<file path="src/rtl/mult_div_sequencer_pkg.sv">
// rtl/mult_div_sequencer_pkg.sv - shared encodings for the multiply/divide sequencer
// Lets the control unit drive op symbolically and keeps state encoding in one place.
package mult_div_sequencer_pkg;

   localparam int DEF_WIDTH = 32;
   localparam int DEF_CNT_W = 6;

   typedef enum logic {
      OP_MULT = 1'b0,
      OP_DIV  = 1'b1
   } op_t;

   typedef enum logic [1:0] {
      ST_IDLE     = 2'd0,
      ST_MULT_RUN = 2'd1,
      ST_DIV_RUN  = 2'd2,
      ST_FINISH   = 2'd3
   } state_t;

endpackage

</file>
<file path="src/rtl/mult_div_sequencer_div_step.sv">
// rtl/mult_div_sequencer_div_step.sv - one combinational restoring-divide iteration
// Operates on magnitudes; the sequencer applies signs after the last step.
module mult_div_sequencer_div_step
   import mult_div_sequencer_pkg::*;
#(
   parameter int WIDTH = DEF_WIDTH
) (
   input  logic [WIDTH-1:0] i_rem,
   input  logic [WIDTH-1:0] i_quo,
   input  logic [WIDTH-1:0] i_dvsr,
   output logic [WIDTH-1:0] o_rem,
   output logic [WIDTH-1:0] o_quo
);

   logic [WIDTH:0] w_shift;
   logic [WIDTH:0] w_diff;

   // One extra bit so a shifted remainder up to 2*divisor-1 never overflows.
   assign w_shift = {i_rem, i_quo[WIDTH-1]};
   assign w_diff  = w_shift - {1'b0, i_dvsr};

   assign o_rem = w_diff[WIDTH] ? w_shift[WIDTH-1:0] : w_diff[WIDTH-1:0];
   assign o_quo = {i_quo[WIDTH-2:0], ~w_diff[WIDTH]};

endmodule

</file>
<file path="src/rtl/mult_div_sequencer.sv">
// rtl/mult_div_sequencer.sv - iterative signed MULT/DIV unit writing the HI/LO pair
// Radix-2 Booth multiply and restoring divide, one bit per clock.
module mult_div_sequencer
   import mult_div_sequencer_pkg::*;
#(
   parameter int WIDTH = DEF_WIDTH,
   parameter int CNT_W = DEF_CNT_W
) (
   input  logic             i_clk,
   input  logic             i_reset,
   input  logic             i_start,
   input  logic             i_op,
   input  logic [WIDTH-1:0] i_a,
   input  logic [WIDTH-1:0] i_b,
   output logic             o_busy,
   output logic             o_done,
   output logic             o_div_zero,
   output logic [WIDTH-1:0] o_hi,
   output logic [WIDTH-1:0] o_lo
);

   localparam int               PW      = 2 * WIDTH + 2;
   localparam logic [CNT_W-1:0] CNT_FIX = CNT_W'(WIDTH);
   localparam logic [WIDTH-1:0] ONE     = WIDTH'(1);

   state_t           r_state;
   logic [CNT_W-1:0] r_cnt;
   logic [PW-1:0]    r_prod;
   logic [WIDTH:0]   r_mcand;
   logic [WIDTH-1:0] r_rem;
   logic [WIDTH-1:0] r_quo;
   logic [WIDTH-1:0] r_dvsr;
   logic             r_sign_q;
   logic             r_sign_r;

   logic [WIDTH:0]   w_acc;
   logic [PW-1:0]    w_prod_next;
   logic [WIDTH-1:0] w_rem_next;
   logic [WIDTH-1:0] w_quo_next;
   logic [WIDTH-1:0] w_abs_a;
   logic [WIDTH-1:0] w_abs_b;
   logic [WIDTH-1:0] w_quo_fix;
   logic [WIDTH-1:0] w_rem_fix;

   // Accumulator is WIDTH+1 bits so subtracting MIN_INT cannot overflow.
   always_comb begin
      w_acc = r_prod[PW-1:WIDTH+1];
      case (r_prod[1:0])
         2'b01:   w_acc = r_prod[PW-1:WIDTH+1] + r_mcand;
         2'b10:   w_acc = r_prod[PW-1:WIDTH+1] - r_mcand;
         default: w_acc = r_prod[PW-1:WIDTH+1];
      endcase
      w_prod_next = {w_acc[WIDTH], w_acc, r_prod[WIDTH:1]};
   end

   assign w_abs_a   = i_a[WIDTH-1] ? (~i_a + ONE) : i_a;
   assign w_abs_b   = i_b[WIDTH-1] ? (~i_b + ONE) : i_b;
   assign w_quo_fix = r_sign_q ? (~r_quo + ONE) : r_quo;
   assign w_rem_fix = r_sign_r ? (~r_rem + ONE) : r_rem;

   mult_div_sequencer_div_step #(
      .WIDTH (WIDTH)
   ) u_div_step (
      .i_rem  (r_rem),
      .i_quo  (r_quo),
      .i_dvsr (r_dvsr),
      .o_rem  (w_rem_next),
      .o_quo  (w_quo_next)
   );

   always_ff @(posedge i_clk) begin
      if (i_reset) begin
         r_state    <= ST_IDLE;
         r_cnt      <= '0;
         r_prod     <= '0;
         r_mcand    <= '0;
         r_rem      <= '0;
         r_quo      <= '0;
         r_dvsr     <= '0;
         r_sign_q   <= 1'b0;
         r_sign_r   <= 1'b0;
         o_busy     <= 1'b0;
         o_done     <= 1'b0;
         o_div_zero <= 1'b0;
         o_hi       <= '0;
         o_lo       <= '0;
      end else begin
         case (r_state)
            ST_IDLE: begin
               if (i_start) begin
                  r_cnt <= '0;
                  if (op_t'(i_op) == OP_MULT) begin
                     r_mcand <= {i_a[WIDTH-1], i_a};
                     r_prod  <= {{(WIDTH + 1){1'b0}}, i_b, 1'b0};
                     r_state <= ST_MULT_RUN;
                     o_busy  <= 1'b1;
                  end else if (i_b == '0) begin
                     r_state    <= ST_FINISH;
                     o_done     <= 1'b1;
                     o_div_zero <= 1'b1;
                  end else begin
                     r_rem    <= '0;
                     r_quo    <= w_abs_a;
                     r_dvsr   <= w_abs_b;
                     r_sign_q <= i_a[WIDTH-1] ^ i_b[WIDTH-1];
                     r_sign_r <= i_a[WIDTH-1];
                     r_state  <= ST_DIV_RUN;
                     o_busy   <= 1'b1;
                  end
               end
            end

            // Steps run while r_cnt counts 0..WIDTH-1; the edge after the
            // terminal step commits the result and enters FINISH.
            ST_MULT_RUN: begin
               if (r_cnt == CNT_FIX) begin
                  o_hi    <= r_prod[2*WIDTH:WIDTH+1];
                  o_lo    <= r_prod[WIDTH:1];
                  o_busy  <= 1'b0;
                  o_done  <= 1'b1;
                  r_state <= ST_FINISH;
               end else begin
                  r_prod <= w_prod_next;
                  r_cnt  <= r_cnt + 1'b1;
               end
            end

            ST_DIV_RUN: begin
               if (r_cnt == CNT_FIX) begin
                  o_hi    <= w_rem_fix;
                  o_lo    <= w_quo_fix;
                  o_busy  <= 1'b0;
                  o_done  <= 1'b1;
                  r_state <= ST_FINISH;
               end else begin
                  r_rem <= w_rem_next;
                  r_quo <= w_quo_next;
                  r_cnt <= r_cnt + 1'b1;
               end
            end

            ST_FINISH: begin
               o_done     <= 1'b0;
               o_div_zero <= 1'b0;
               r_cnt      <= '0;
               r_state    <= ST_IDLE;
            end

            default: r_state <= ST_IDLE;
         endcase
      end
   end

endmodule

</file>
<file path="config.mk">
export PLATFORM = sky130hd
export DESIGN_NAME = mult_div_sequencer
export DESIGN_NICKNAME = d
export VERILOG_FILES = /design/src/rtl/mult_div_sequencer_pkg.sv /design/src/rtl/mult_div_sequencer_div_step.sv /design/src/rtl/mult_div_sequencer.sv
export SDC_FILE = /design/constraint.sdc
export NUM_CORES = 1
export LEC_CHECK = 0
export ABC_AREA = 0
export CORE_MARGIN = 1.5
export CORE_UTILIZATION = 61
export CTS_BUF_LIST = sky130_fd_sc_hd__clkbuf_8
export CTS_CLUSTER_DIAMETER = 30
export DETAILED_ROUTE_END_ITERATION = 10
export GPL_TIMING_DRIVEN = 1
export PLACE_DENSITY = 0.83
export SYNTH_ARGS = -nofsm -noshare
export SYNTH_HDL_FRONTEND = slang
export SYNTH_SLANG_ARGS = --single-unit
export TNS_END_PERCENT = 100
</file>
<file path="constraint.sdc">
create_clock -name i_clk -period 4.95 [get_ports i_clk]
set_clock_uncertainty 0.15 [all_clocks]
set_input_delay 0.99 -clock i_clk [delete_from_list [all_inputs] [get_ports i_clk]]
set_output_delay 0.99 -clock i_clk [all_outputs]
set_load 0.1 [all_outputs]
</file>
==> results.txt <==
worst-margin pin slew: 1.17 ns
wire length of the first global-routing pass: 86900 µm
max incr delay on CP: 0.58 ns
Arr. time, crit path: 4.71 ns
top cells by area, synth: dfxtp_1, nand2_1, a21oi_1
Worst R2R Setup Slack: 0.59 ns
Synth cell types: 73
Clk pwr share: 30.9%
Leakage: 7.66 nW
drt pass-1 iters: 6
Setup Crit Path Kind: flip-flop to flip-flop
Fillers: 2299
Worst-path clk slew: 0.06 ns
Final Cell Area: 20800 µm²
Cells after DPL: 2770
Finished Layout Cells: 2877
Synth Area per Inst: 7.50 µm²
switching power: 3.78 mW
Fmax: 230 MHz
register area: 5410 µm²
crit path max-delay cell type: or4_1
leading cell type by number of instances after synthesis: nand2_1
Multi-input gate area: 11600 µm²
cell internal pwr: 5.75 mW
CTS Hold Bufs: 0
unrepaired setup endpoints after global routing: false
drc violations: 0
sequential area share after synthesis: 30.4%
CP max FO: 6
port bufs: 134
vias in the first global route: 16600
ys async rst share: 0%
crit share post-route: 88.0%
Net count, final: 2592
fin crit period: 4.36 ns
initial antenna violation count: 1
die width: 174 µm
Final TNS setup: 0 ns
cell count after synthesis: 2368
register bit total from synthesis: 270
Yosys warnings: 0
global-route total usage across every layer: 35.1%
Root Buffer: clkbuf_8
n_diodes: 0
core area: 28700 µm²
# rows: 62
Relative slew margins: 22.0%
initial core utilization: 61.9%
switching share of power: 39.7%
Startpoint Class: flip-flop
Critical Path End Type: flip-flop
routed len/inst: 19.0 µm
final WL: 54700 µm
grt ovf: 0
global placement routability congestion: 0.960
CP Cell Sequence: or4_1, or3_4, or3_1, nor2_1, a21oi_1, xnor2_1, ha_1, a211oi_1, nor2_1, o41ai_1, o21ai_0, o21ai_0, o31ai_1, and3b_1, o22ai_1, a21o_1
Syn-to-layout area delta: 16.8%
clock buffer depth: 3
largest area contributor in the netlist: dfxtp_1
share of layout cells above drive strength 1: 6.26%
PD cells: 459 nW/µm²
TritonCTS clock tree: yes
peak supply drop: 297 µV
syn nets: 2514
clk_lat worst skew: 0.63 ns
Placement Cell Area: 19300 µm²
Logic pwr share: 40.3%
area share of the largest cell type after synthesis: 30.4%
H-tree depth: 2
vias per cell: 6.26
largest net degree at the start of global routing: 122
Main synth FF type: dfxtp_1
DP Wirelength: 40000 µm
number of flops mapped to enable cells by yosys: 0
post-cts resize count: 0
# clock sinks: 270
count of pins over their slew limit: 0
Synth Cell Area: 17800 µm²
worst hold path type: flip-flop to flip-flop
Final Hold Fails: 0
Sequential Power Share: 28.8%
I/O pin cnt: 135
via count: 18000
initial drt markers: 1791
setup violators final: 0
status: complete, no violations
Antenna Nets Post-Route: 0
post-place setup slack: 0.351 ns
Synth top cells by count: nand2_1, dfxtp_1, nor2_1, a21oi_1, o21ai_0
Max Cap Viol: 0
Die H: 174 µm
Req. time, crit path: 5.30 ns
worst setup margin: 0.594 ns
Setup Fix Bufs, Post-CTS: 0
Die ar.: 30200 µm²
clock buffer count from CTS: 58
[per-layer routing]
metal | global-route usage (%) | wire length (µm) | vias up
met5 | 0 | 11 | -
met4 | 15.1 | 2260 | 2
met3 | 4.01 | 3940 | 136
met2 | 55.9 | 24900 | 807
met1 | 48.2 | 23600 | 8467
li1 | - | - | 8612
[worst max-delay path, delay by kind of cell, from the launching register on]
family          cells  cell delay (ns)
fa+ha+maj           1             0.29
flops               1             0.35
simple gates        6             1.90
compound gates      8             1.42
xor+xnor            1             0.14
[final timing paths]
check                           startpoint                      end  cells after the start
setup / recovery  r_mcand[13]$_SDFFE_PP0P_  r_prod[64]$_SDFFE_PP0P_                     16
hold / removal     r_dvsr[30]$_SDFFE_PP0P_  r_dvsr[30]$_SDFFE_PP0P_                      2
setup reg to reg  r_mcand[13]$_SDFFE_PP0P_  r_prod[64]$_SDFFE_PP0P_                     16
hold reg to reg    r_dvsr[30]$_SDFFE_PP0P_  r_dvsr[30]$_SDFFE_PP0P_                      2
[kinds of logic after synthesis]
logic type / share of synthesized area (%)
AOI/OAI and AO/OA: 25.6
xor gates and xnor gates: 10.1
adders and majority gates: 5.58
buffers and inverters: 4.66
DFF: 30.4
muxes: 3.51
and+or+nand+nor: 20.1
[power groups by stage]
stage          clock network [mW]  logic (mW)  registers (mW)
3_5_place_dp                    0        3.74            2.76
3_3_place_gp                    0        3.65            2.75
4_1_cts                      2.96        3.78            2.72
2_1_floorplan                   0        2.88            2.68
6_report                     2.95        3.84            2.74
5_1_grt                      3.08        4.24            2.76
[final cells by class]
cell class	instances	share of cell area (%)
Clock buffer	69	4.57
Clock inverter	38	2.40
Inverter	72	1.30
Multi-Input combinational cell	1882	55.8
Sequential cell	270	26.0
Tap cell	384	2.31
Timing Repair Buffer	162	7.60
[state kept, by name, indices dropped and copies added (netlist names)]
signal,cells
o_busy,1
o_div_zero,1
o_done,1
o_hi,32
o_lo,32
r_cnt,6
r_dvsr,32
r_mcand,32
r_prod,65
r_quo,32
r_rem,32
r_sign_q,1
r_sign_r,1
r_state,2
[layout by cell type (no fill, tap or decap), types with 21 or more instances in the layout]
cell and n:
a21o_1 25, ha_1 74, and3_1 25, a21oi_1 234, o41ai_1 24, dfxtp_1 270
xor2_1 107, buf_4 26, o31ai_1 32, a22oi_1 21, nand3_1 25, inv_1 81
nor3_1 43, nor2_1 244, clkbuf_8 69, nand2_1 347, xnor2_1 97, clkdlybuf4s50_1 133
a211oi_1 93, mux2i_1 60, o21ai_0 163
[through the flow]
stage / total power [mW] / util, % / hold slack (ns)
after floorplan: 5.56 / - / 0.282
after global placement: 6.41 / 67.3 / 0.290
after detailed placement: 6.50 / 67.3 / 0.296
after CTS: 9.46 / 72.3 / 0.304
after global routing: 10.1 / 72.3 / 0.325
final: 9.54 / 72.3 / 0.301
Power figures use the tool's default switching activity.
